--- config.mk ---
export PLATFORM = sky130hd
export DESIGN_NAME = fft16_feeder
export DESIGN_NICKNAME = d
export VERILOG_FILES = /design/src/rtl/fft16_feeder.sv
export SDC_FILE = /design/constraint.sdc
export NUM_CORES = 1
export LEC_CHECK = 0
export ABC_CLOCK_PERIOD_IN_PS = 3550
export BUFFER_PORTS_ARGS = -buffer_cell sky130_fd_sc_hd__buf_4
export CAP_MARGIN = 0
export CORE_MARGIN = 10
export CORE_UTILIZATION = 50
export CTS_BUF_LIST = sky130_fd_sc_hd__clkbuf_4
export DETAILED_ROUTE_END_ITERATION = 7
export HOLD_SLACK_MARGIN = 0.06
export PLACE_DENSITY = 0.72
export SLEW_MARGIN = 0
export SYNTH_ARGS = -nofsm -noshare
export SYNTH_HDL_FRONTEND = slang
export SYNTH_SLANG_ARGS = --single-unit
--- constraint.sdc ---
create_clock -name CLK -period 3.55 [get_ports CLK]
set_input_delay 0.71 -clock CLK [delete_from_list [all_inputs] [get_ports CLK]]
set_output_delay 0.71 -clock CLK [all_outputs]
set_load 0.005 [all_outputs]
--- src/rtl/fft16_feeder.sv ---
// Ping-pong input buffer that gathers 16-sample complex frames and streams
// them into an FFT16 core with START/ED framing, plus optional zero frames.
module fft16_feeder #(
  parameter int NB = 12
) (
  input  logic          CLK,
  input  logic          RST,
  input  logic          IN_VALID,
  output logic          IN_READY,
  input  logic [NB-1:0] IN_DR,
  input  logic [NB-1:0] IN_DI,
  input  logic          FLUSH,
  output logic          START,
  output logic          ED,
  output logic [NB-1:0] DOR,
  output logic [NB-1:0] DOI,
  output logic [7:0]    FRAMES
);

  typedef enum logic [1:0] {IDLE, SYNC, STREAM, ZERO} state_t;

  state_t            state, state_nx;
  logic [2*NB-1:0]   mem [2][16];
  logic [1:0]        full, full_nx;
  logic              wb, rb;
  logic [3:0]        wi, ri;
  logic              wr_en, wr_done, rd_last;

  assign IN_READY = ~full[wb];
  assign wr_en    = IN_VALID & IN_READY;
  assign wr_done  = wr_en & (wi == 4'd15);
  assign rd_last  = (state == STREAM) & (ri == 4'd15);

  // Write completion and read completion always target different banks.
  always_comb begin
    full_nx = full;
    if (wr_done) full_nx[wb] = 1'b1;
    if (rd_last) full_nx[rb] = 1'b0;
  end

  // Back-to-back decision looks at the flag including a same-cycle write
  // completion so a matched-rate writer never forces a gap.
  always_comb begin
    state_nx = state;
    case (state)
      IDLE: begin
        if (full[rb])
          state_nx = SYNC;
        else if (FLUSH && (wi == 4'd0))
          state_nx = ZERO;
      end
      SYNC:   state_nx = STREAM;
      STREAM: begin
        if (ri == 4'd15)
          state_nx = full_nx[~rb] ? STREAM : IDLE;
      end
      ZERO: begin
        if (ri == 4'd15)
          state_nx = IDLE;
      end
      default: state_nx = IDLE;
    endcase
  end

  always_ff @(posedge CLK) begin
    if (wr_en && !RST)
      mem[wb][wi] <= {IN_DR, IN_DI};
  end

  always_ff @(posedge CLK) begin
    if (RST) begin
      state  <= IDLE;
      full   <= '0;
      wb     <= 1'b0;
      rb     <= 1'b0;
      wi     <= '0;
      ri     <= '0;
      START  <= 1'b0;
      ED     <= 1'b0;
      DOR    <= '0;
      DOI    <= '0;
      FRAMES <= '0;
    end else begin
      state <= state_nx;
      full  <= full_nx;
      START <= (state == SYNC);
      ED    <= (state == STREAM) || (state == ZERO);
      if (wr_en) begin
        wi <= wi + 4'd1;
        if (wr_done) wb <= ~wb;
      end
      case (state)
        STREAM: begin
          {DOR, DOI} <= mem[rb][ri];
          ri         <= ri + 4'd1;
          if (ri == 4'd15) begin
            rb     <= ~rb;
            FRAMES <= FRAMES + 8'd1;
          end
        end
        ZERO: begin
          DOR <= '0;
          DOI <= '0;
          ri  <= ri + 4'd1;
          if (ri == 4'd15) FRAMES <= FRAMES + 8'd1;
        end
        default: ;
      endcase
    end
  end

endmodule

# --- After elaboration in Yosys (flattened, before gate mapping) ---
# Memories as Yosys holds them, arrays and structs flattened. A register that Yosys moved wholly into a read port is not among the register bits.
# Index checks and enable logic that the tools add are counted.
totals:
  register_bits: 48
  elab_cells: 86
  input_bits: 28
  out_inout_bits: 35
  n_memories: 1
  ramBits: 768
op_classes:
  bitwise_logic: 11
  eq_ne: 8
  muxes: 29
  n_reduce_logical: 15
  order_cmp: 8
  add_sub_neg: 3
memory_table:
  columns: ["name", "depth", "width", "rd", "rd_clocked_by_memory_dff", "write_ports", "line_no", "text"]
  rows:
  - ["mem", 2, 384, 1, 1, 1, "23", "logic [2*NB-1:0] mem [2][16];"]
ops:
  columns: ["op", "n"]
  rows:
  - ["384-bit 2-to-1 mux", 1]
  - ["24-bit binary-select mux with 4-bit select", 1]
  - ["24-bit demux with 4-bit select", 1]
  - ["24-bit 2-to-1 mux", 3]
  - ["12-bit case mux with 2 select lines", 2]
  - ["2-bit 2-to-1 mux", 7]
  - ["1-bit 2-to-1 mux", 11]
  - ["5-bit greater-or-equal comparator (second input constant)", 2]
  - ["4-bit NOT with 5-bit output", 2]
  - ["4-bit by 1-bit adder with 4-bit output (second input constant)", 2]
  - ["8-bit by 1-bit adder with 8-bit output (second input constant)", 1]
  - ["4-bit == test (second input constant)", 2]
  - ["2-bit case mux with 4 select lines", 1]
  - ["1-bit by 2-bit < comparator with 1-bit output (second input constant)", 3]
  - ["2-bit AND reduction", 3]
  - ["1-bit logical AND", 5]
  - ["5-bit by 1-bit < comparator with 1-bit output (second input constant)", 1]
  - ["2-bit == test (second input constant)", 2]
  - ["4-bit logical NOT", 1]
  - ["2-bit inequality test (second input constant)", 2]
  - ["1-bit AND", 3]
  - ["3-bit inequality test (second input constant)", 1]
  - ["1-bit NOT", 3]
  - ["3-bit AND reduction", 1]
  - ["other kinds (11)", 13]

# --- Depth between registers and ports, before layout ---
# Gate-level depths: netlist of run 1.
depth:
  word_depth: 13
  mapped_depth: 8
  depth_no_buf: 6

# --- Worst setup path before layout of run 1 ---
# No wires, ideal clock.
synth_path:
  path_type: "register to register"
  from: "register wb"
  to: "memory mem[1][0] (netlist name) (enable)"
  t_required_ps: 3115
  path_buffers: 1
  path_stages_with_launch: 5
  path_slack_ps: 129
  arrival_time_ps: 2986
  synth_period_minus_slack_ps: 3421
  setup_ps: 435
  cell_sequence: "dfxtp_1 -> clkbuf_1 -> mux2_2 -> or3_1 -> nor3_1"
synth_between:
  elab_chain_cells: 7
synth_lines:
  columns: ["element", "line_no", "text"]
  rows:
  - ["from (decl)", "25", "logic wb, rb;"]
  - ["from (signal assigned)", "90", "if (wr_done) wb <= ~wb;"]
  - ["1-bit 2-to-1 mux (implied by the code) (2 in a row)", "29", "assign IN_READY = ~full[wb];"]
  - ["1-bit NOT", "29", null]
  - ["1-bit AND", "30", "assign wr_en = IN_VALID & IN_READY;"]
  - ["1-bit logical AND", "66", "if (wr_en && !RST)"]
  - ["1-bit 2-to-1 mux", "66", null]
  - ["384-bit 2-to-1 mux (implied by the code)", "67", "mem[wb][wi] <= {IN_DR, IN_DI};"]
  - ["to (decl)", "23", null]
# Parallel ways exist; a longest one is shown, timed or not. The select of a mux whose other input is x is not followed.

# --- Final worst setup path of run 1 ---
layout_path:
  from: "register wb"
  to: "output port IN_READY"
layout_between:
  elab_chain_cells: 3
layout_lines:
  columns: ["element", "line_no", "text"]
  rows:
  - ["1-bit 2-to-1 mux (implied by the code) (2 in a row)", "29", null]
  - ["1-bit NOT", "29", null]
  - ["to (decl)", "9", "output logic IN_READY,"]
# No other way between the ends. The select of a mux whose other input is x is not followed.

==> results of run 1 <==
[flip-flops by register name, summed over array words and instances (netlist names), 2 cells and up, named ones only]
signal  count
mem       768
DOR        12
wi          4
full        2
DOI        12
state       2
ri          4
FRAMES      8
[final timing paths]
check | startpoint | endpoint | slack (ns) | cells after the start
worst max-delay path | wb | IN_READY | 0.53 | 3
worst min-delay path | IN_DI[3] | mem[0][291] | 0.15 | 1
worst max register to register | wb | mem[1][288] | 0.54 | 5
worst min register to register | FRAMES[1] | FRAMES[1] | 0.51 | 2
[power by group through the flow]
stage,clock network (mW),logic [mW],registers [mW]
floorplan,0,0.485,10.8
global placement,0,1.05,10.9
detailed placement,0,1.07,10.9
CTS,7.66,1.10,10.7
global route,8.19,1.15,10.7
finish,7.51,1.11,10.7
[stage by stage]
step,util [%],instances,setup WS [ns],cell area (um^2),hold WS [ns]
CTS,57.72,2907,0.4712,36480,0.06146
global route,57.74,2912,0.4172,36490,0.08677
global placement,53.46,2540,0.5694,33780,0.4891
finish,57.74,2913,0.5258,36490,0.1468
detailed placement,53.46,2540,0.5444,33780,0.5037
floorplan,-,1652,0.1290,31990,0.4814
[cells in the final DEF, fill, tap and decap left out, types with 25 or more instances in the layout]
master / instances
dfxtp_1: 44
mux2_2: 52
a221oi_1: 49
buf_4: 134
clkbuf_4: 283
mux4_2: 97
nor2_2: 25
edfxtp_1: 768
nor2_1: 45
mux2i_1: 165
nand2_1: 47
clkinv_1: 45
[kinds of logic after synthesis]
kind of cell / after synthesis / synth area share (%)
adder cells (fa/ha/maj): 6 / 0.2347
buffers and inverters: 108 / 1.909
multiplexers: 314 / 13.82
flip-flops: 817 / 75.17
AND/OR/NAND/NOR: 193 / 2.930
AO/OA/AOI/OAI: 200 / 5.551
XOR/XNOR: 14 / 0.3834
[per-layer routing]
metal / global-route usage, % / share of wire, % / up-vias
met4: 10.39 / 3.4 / 4
met3: 6.131 / 10 / 143
li1: - / - / 7439
met1: 28.22 / 38 / 9011
met5: 0 / 0.033 / -
met2: 33.97 / 48 / 983
[critical path, cell delays in order, from the launching register on]
cell and delay [ns]:
dfxtp_1 0.49, mux2_2 0.42, inv_1 0.18, buf_4 0.15
[what timing repair did]
action | in CTS | in global routing
endpoints found under the setup margin | 0 | 0
endpoints found under the hold margin | 248 | 0
buffers inserted | 0 | 0
hold buffers | 22 | 0
[final cells by class]
| cell class | instances | area, um^2 |
|---|---|---|
| flip-flops and latches | 817 | 24050 |
| fillers | 4722 | 26710 |
| well taps | 846 | 1059 |
| clock inverters | 62 | 345.3 |
| inverters | 8 | 30.03 |
| multi-input cells | 727 | 7476 |
| diodes | 6 | 15.01 |
| repair buffers | 164 | 1386 |
| clock buffers | 283 | 2125 |
==> results.json, run 1 <==
{
  "antenna_left": 0,
  "yosys_warnings": 0,
  "period_share_pct": 85.19,
  "drive_gt1_share_pct": 33.04,
  "synth-seq-cells": 817,
  "grt_pass1_vias": 17680,
  "end_kind": "output port",
  "avgSynthCellArea_um2": 19.36,
  "power_density_mw_per_mm2": 529.0,
  "yosysMostFrequentCell": "edfxtp_1",
  "vias_per_cell": 6.035,
  "place_hpwl_um": 49140,
  "vias": 17580,
  "htreeDepth": 4,
  "cts_buffer_depth": 3,
  "synth_top_cell_area_share_pct": 72.10,
  "areaGrowthSynthToFinish_pct": 14.08,
  "p_seq_share_pct": 55.4,
  "die_width_um": 272.9,
  "firstDrtPassIters": 5,
  "clockPowerShare_pct": 38.9,
  "internal-power_mw": 14.82,
  "wl_per_cell_um": 27.86,
  "fmax_mhz": 330.7,
  "syn-num-nets": 1686,
  "synthTopCellsByArea": "edfxtp_1, mux4_2, mux2i_1, dfxtp_1, mux2_2",
  "synth.distinct_cells": 49,
  "cts_tree": "done",
  "seq_area_frac_synth_pct": 75.17,
  "yosysTopAreaCell": "edfxtp_1",
  "tightest_slew_ns": 1.167,
  "relSlewSlack_pct": 20.19,
  "clkLatencyLatePin_ns": 1.07,
  "ir_drop_v": 0.0003284,
  "numCtsBuffers": 197,
  "p_total_mw": 19.30,
  "postSynth.asyncResetShare_pct": 0,
  "post_cts_resized": 0,
  "critPathMaxFanout": 9,
  "final-setup-viol-count": 0,
  "initial_core_util_pct": 50.61,
  "skew_ns": 0.05816,
  "gp_congestion": 0.9434,
  "status": "completed",
  "hold_class": "input pin to flop",
  "grt_pass1_wl_um": 117600,
  "hold_viol": 0,
  "p_comb_share_pct": 5.7,
  "fin_tns_setup_ns": 0,
  "p_sw_mw": 4.485,
  "row_count": 92,
  "track_usage_pct": 21.87,
  "antenna_found_initial": 5,
  "wl_um": 81150,
  "die_y_um": 272.9,
  "cts_root_buf": "clkbuf_4",
  "gr-total-overflow": 0,
  "cap_viol_max_count": 0,
  "netlist_instances": 1652,
  "crit_required_ns": 2.84,
  "port_buffers": 62,
  "die-area_mm2": 0.07449,
  "synth_ff_type": "edfxtp_1",
  "syn_area_mm2": 0.03199,
  "crit_path_start_kind": "flop",
  "slew_violations": 0,
  "swShare_pct": 23.24,
  "leakagePower_nw": 11.42,
  "route.detailed.drc": 0,
  "grt_max_degree": 50,
  "num_io_pins": 63,
  "drt-initial-drc-count": 2048,
  "finalCriticalPeriod_ns": 3.024,
  "worstSetupPathType": "flop to output port",
  "cp.arrival_ns": 2.31,
  "rsz0062_at_grt": "no",
  "synthTopCellsByCount": "edfxtp_1, mux2i_1, mux4_2",
  "core_mm2": 0.06320,
  "path_clk_slew_ns": 0.07,
  "synth_edf_count": 768,
  "clock_sink_count": 817,
  "final_net_count": 1949
}
Power figures use the tool's default switching activity.
==> run 2, diff against run 1 <==
--- a/config.mk
+++ b/config.mk
@@ -5,15 +5,16 @@
 export SDC_FILE = /design/constraint.sdc
 export NUM_CORES = 1
 export LEC_CHECK = 0
-export ABC_CLOCK_PERIOD_IN_PS = 3550
+export ABC_CLOCK_PERIOD_IN_PS = 3170
 export BUFFER_PORTS_ARGS = -buffer_cell sky130_fd_sc_hd__buf_4
-export CAP_MARGIN = 0
+export CAP_MARGIN = 20
 export CORE_MARGIN = 10
 export CORE_UTILIZATION = 50
 export CTS_BUF_LIST = sky130_fd_sc_hd__clkbuf_4
+export CTS_CLUSTER_SIZE = 16
 export DETAILED_ROUTE_END_ITERATION = 7
 export HOLD_SLACK_MARGIN = 0.06
-export PLACE_DENSITY = 0.72
+export PLACE_DENSITY = 0.7
 export SLEW_MARGIN = 0
 export SYNTH_ARGS = -nofsm -noshare
 export SYNTH_HDL_FRONTEND = slang
==> constraint.sdc (replaced) <==
create_clock -name CLK -period 3.17 [get_ports CLK]
set_input_delay 0.634 -clock CLK [delete_from_list [all_inputs] [get_ports CLK]]
set_output_delay 0.634 -clock CLK [all_outputs]
set_load 0.005 [all_outputs]
==> results.json, run 2 (synthesized netlist as in run 1, its figures left out) <==
{
  "skew_ns": 0.07655,
  "grt_pass1_wl_um": 118100,
  "place_hpwl_um": 49310,
  "path_clk_slew_ns": 0.07,
  "firstDrtPassIters": 5,
  "finalCriticalPeriod_ns": 2.907,
  "port_buffers": 62,
  "largest_register_ffs": 768,
  "critPathMaxFanout": 9,
  "p_comb_share_pct": 5.8,
  "cp_slowest_stage_delay_ns": 0.50,
  "vias_per_cell": 5.957,
  "stdcell_area_mm2": 0.03697,
  "final_net_count": 1966,
  "numCtsBuffers": 198,
  "cap_viol_max_count": 0,
  "status": "completed",
  "grt_pass1_vias": 17620,
  "wl_per_cell_um": 27.12,
  "detailed_place.area_mm2": 0.03410,
  "cts_setup_buffers": 0,
  "internal-power_mw": 16.79,
  "fmax_mhz": 344.0,
  "mostFrequentLayoutCells": "edfxtp_1, clkbuf_4, mux2i_1, buf_4, mux4_2",
  "layout_commonest_cell": "edfxtp_1",
  "vias": 17530,
  "worst-r2r-cell-count": 6,
  "initial_core_util_pct": 50.61,
  "crit_path_start_kind": "flop",
  "die-area_mm2": 0.07449,
  "swShare_pct": 22.98,
  "cts_tree": "done",
  "ir_drop_v": 0.0003108,
  "areaGrowthSynthToFinish_pct": 15.59,
  "largest-register": "mem",
  "p_total_mw": 21.81,
  "drt-initial-drc-count": 1954,
  "reg2reg_from": "wb",
  "relSlewSlack_pct": 37.38,
  "min-delay-start": "RST",
  "top_regs": "mem (768), DOI (12), DOR (12)",
  "crit_required_ns": 2.54,
  "grt_max_degree": 58,
  "num_io_pins": 63,
  "leakagePower_nw": 11.61,
  "fin_hold_ws_ns": 0.4241,
  "hold_class": "input pin to flop",
  "path_buf_inv": 2,
  "cp.arrival_ns": 2.27,
  "worstSetupPathType": "flop to output port",
  "end_kind": "output port",
  "core_mm2": 0.06320,
  "power_density_mw_per_mm2": 589.8,
  "track_usage_pct": 21.66,
  "wl_um": 79820,
  "r2r_setup_slack_ns": 0.50,
  "fin_tns_setup_ns": 0,
  "clockPowerShare_pct": 39.4,
  "htreeDepth": 4,
  "clock_sink_count": 817,
  "drive_gt1_share_pct": 33.72,
  "clkLatencyLatePin_ns": 1.07,
  "gp_congestion": 0.8894,
  "cts_root_buf": "clkbuf_4",
  "gr-total-overflow": 0,
  "period_share_pct": 91.70,
  "cp_top_family": "flip-flops",
  "crit_chain": "mux2_2 -> inv_1 -> buf_4",
  "route.detailed.drc": 0,
  "slew_violations": 0,
  "antenna_left": 0,
  "reg2reg_to": "mem[0][310]",
  "rsz0062_at_grt": "no",
  "final-setup-viol-count": 0,
  "die_y_um": 272.9,
  "tightest_slew_ns": 0.9393,
  "post-route-util_pct": 58.50,
  "p_sw_mw": 5.011,
  "hold_viol": 0,
  "hold_end": "ri[3]",
  "p_seq_share_pct": 54.8,
  "cp_slowest_cell": "dfxtp_1",
  "die_width_um": 272.9,
  "row_count": 92,
  "antenna_found_initial": 3,
  "whs_path_depth": 3,
  "cts_buffer_depth": 3
}
[run 2: per-layer routing]
| metal | vias up | track usage, % | part of all wire [%] |
|---|---|---|---|
| li1 | 7498 | - | - |
| met2 | 955 | 32.41 | 46 |
| met4 | 0 | 5.570 | 1.4 |
| met5 | - | 0 | 0 |
| met3 | 90 | 5.930 | 10 |
| met1 | 8988 | 31.06 | 42 |
[run 2: layout make-up]
type | count | area (um^2)
sequential | 817 | 24050
antenna | 9 | 22.52
tap | 846 | 1059
multi-input combinational | 727 | 7481
clock inverter | 62 | 359.1
timing repair buffer | 180 | 1759
inverter | 8 | 30.03
clock buffer | 294 | 2207
fill | 4632 | 26220
[run 2: stage by stage]
stage          instances  setup WS, ns
2_1_floorplan       1652       -0.2510
3_3_place_gp        2550        0.6079
3_5_place_dp        2550        0.5869
4_1_cts             2934        0.1990
5_1_grt             2943        0.1179
6_report            2943        0.2631
[run 2: worst register-to-register path, stage by stage, from the launching register on]
cell and delay (ns):
dfxtp_1 0.50, mux2_2 0.44, nor3_1 0.43, nand2_1 0.20, buf_4 0.23, nor2_4 0.10, buf_4 0.36
[run 2: worst max-delay path by stage]
stage | slack, ns | start | cells after the start | end
after floorplan | -0.25 | wb | 4 | mem[1][0]
after global routing | 0.12 | wb | 3 | IN_READY
final | 0.26 | wb | 3 | IN_READY
after CTS | 0.20 | wb | 3 | IN_READY
after global placement | 0.61 | IN_VALID | 7 | mem[0][290]
after detailed placement | 0.59 | wb | 6 | mem[0][290]
[run 2: power by group through the flow]
stage                     logic, mW  clock network (mW)  registers (mW)
after floorplan               0.543                   0            12.1
after global placement         1.21                   0            12.2
after detailed placement       1.23                   0            12.2
after CTS                      1.26                8.78            11.9
after global routing           1.32                9.38            11.9
final                          1.26                8.60            11.9
[run 2: repair_timing]
item                      4_1_cts  5_1_grt
hold endpoints to repair      794        0
resized for setup               0        0
hold buffers                   28        0
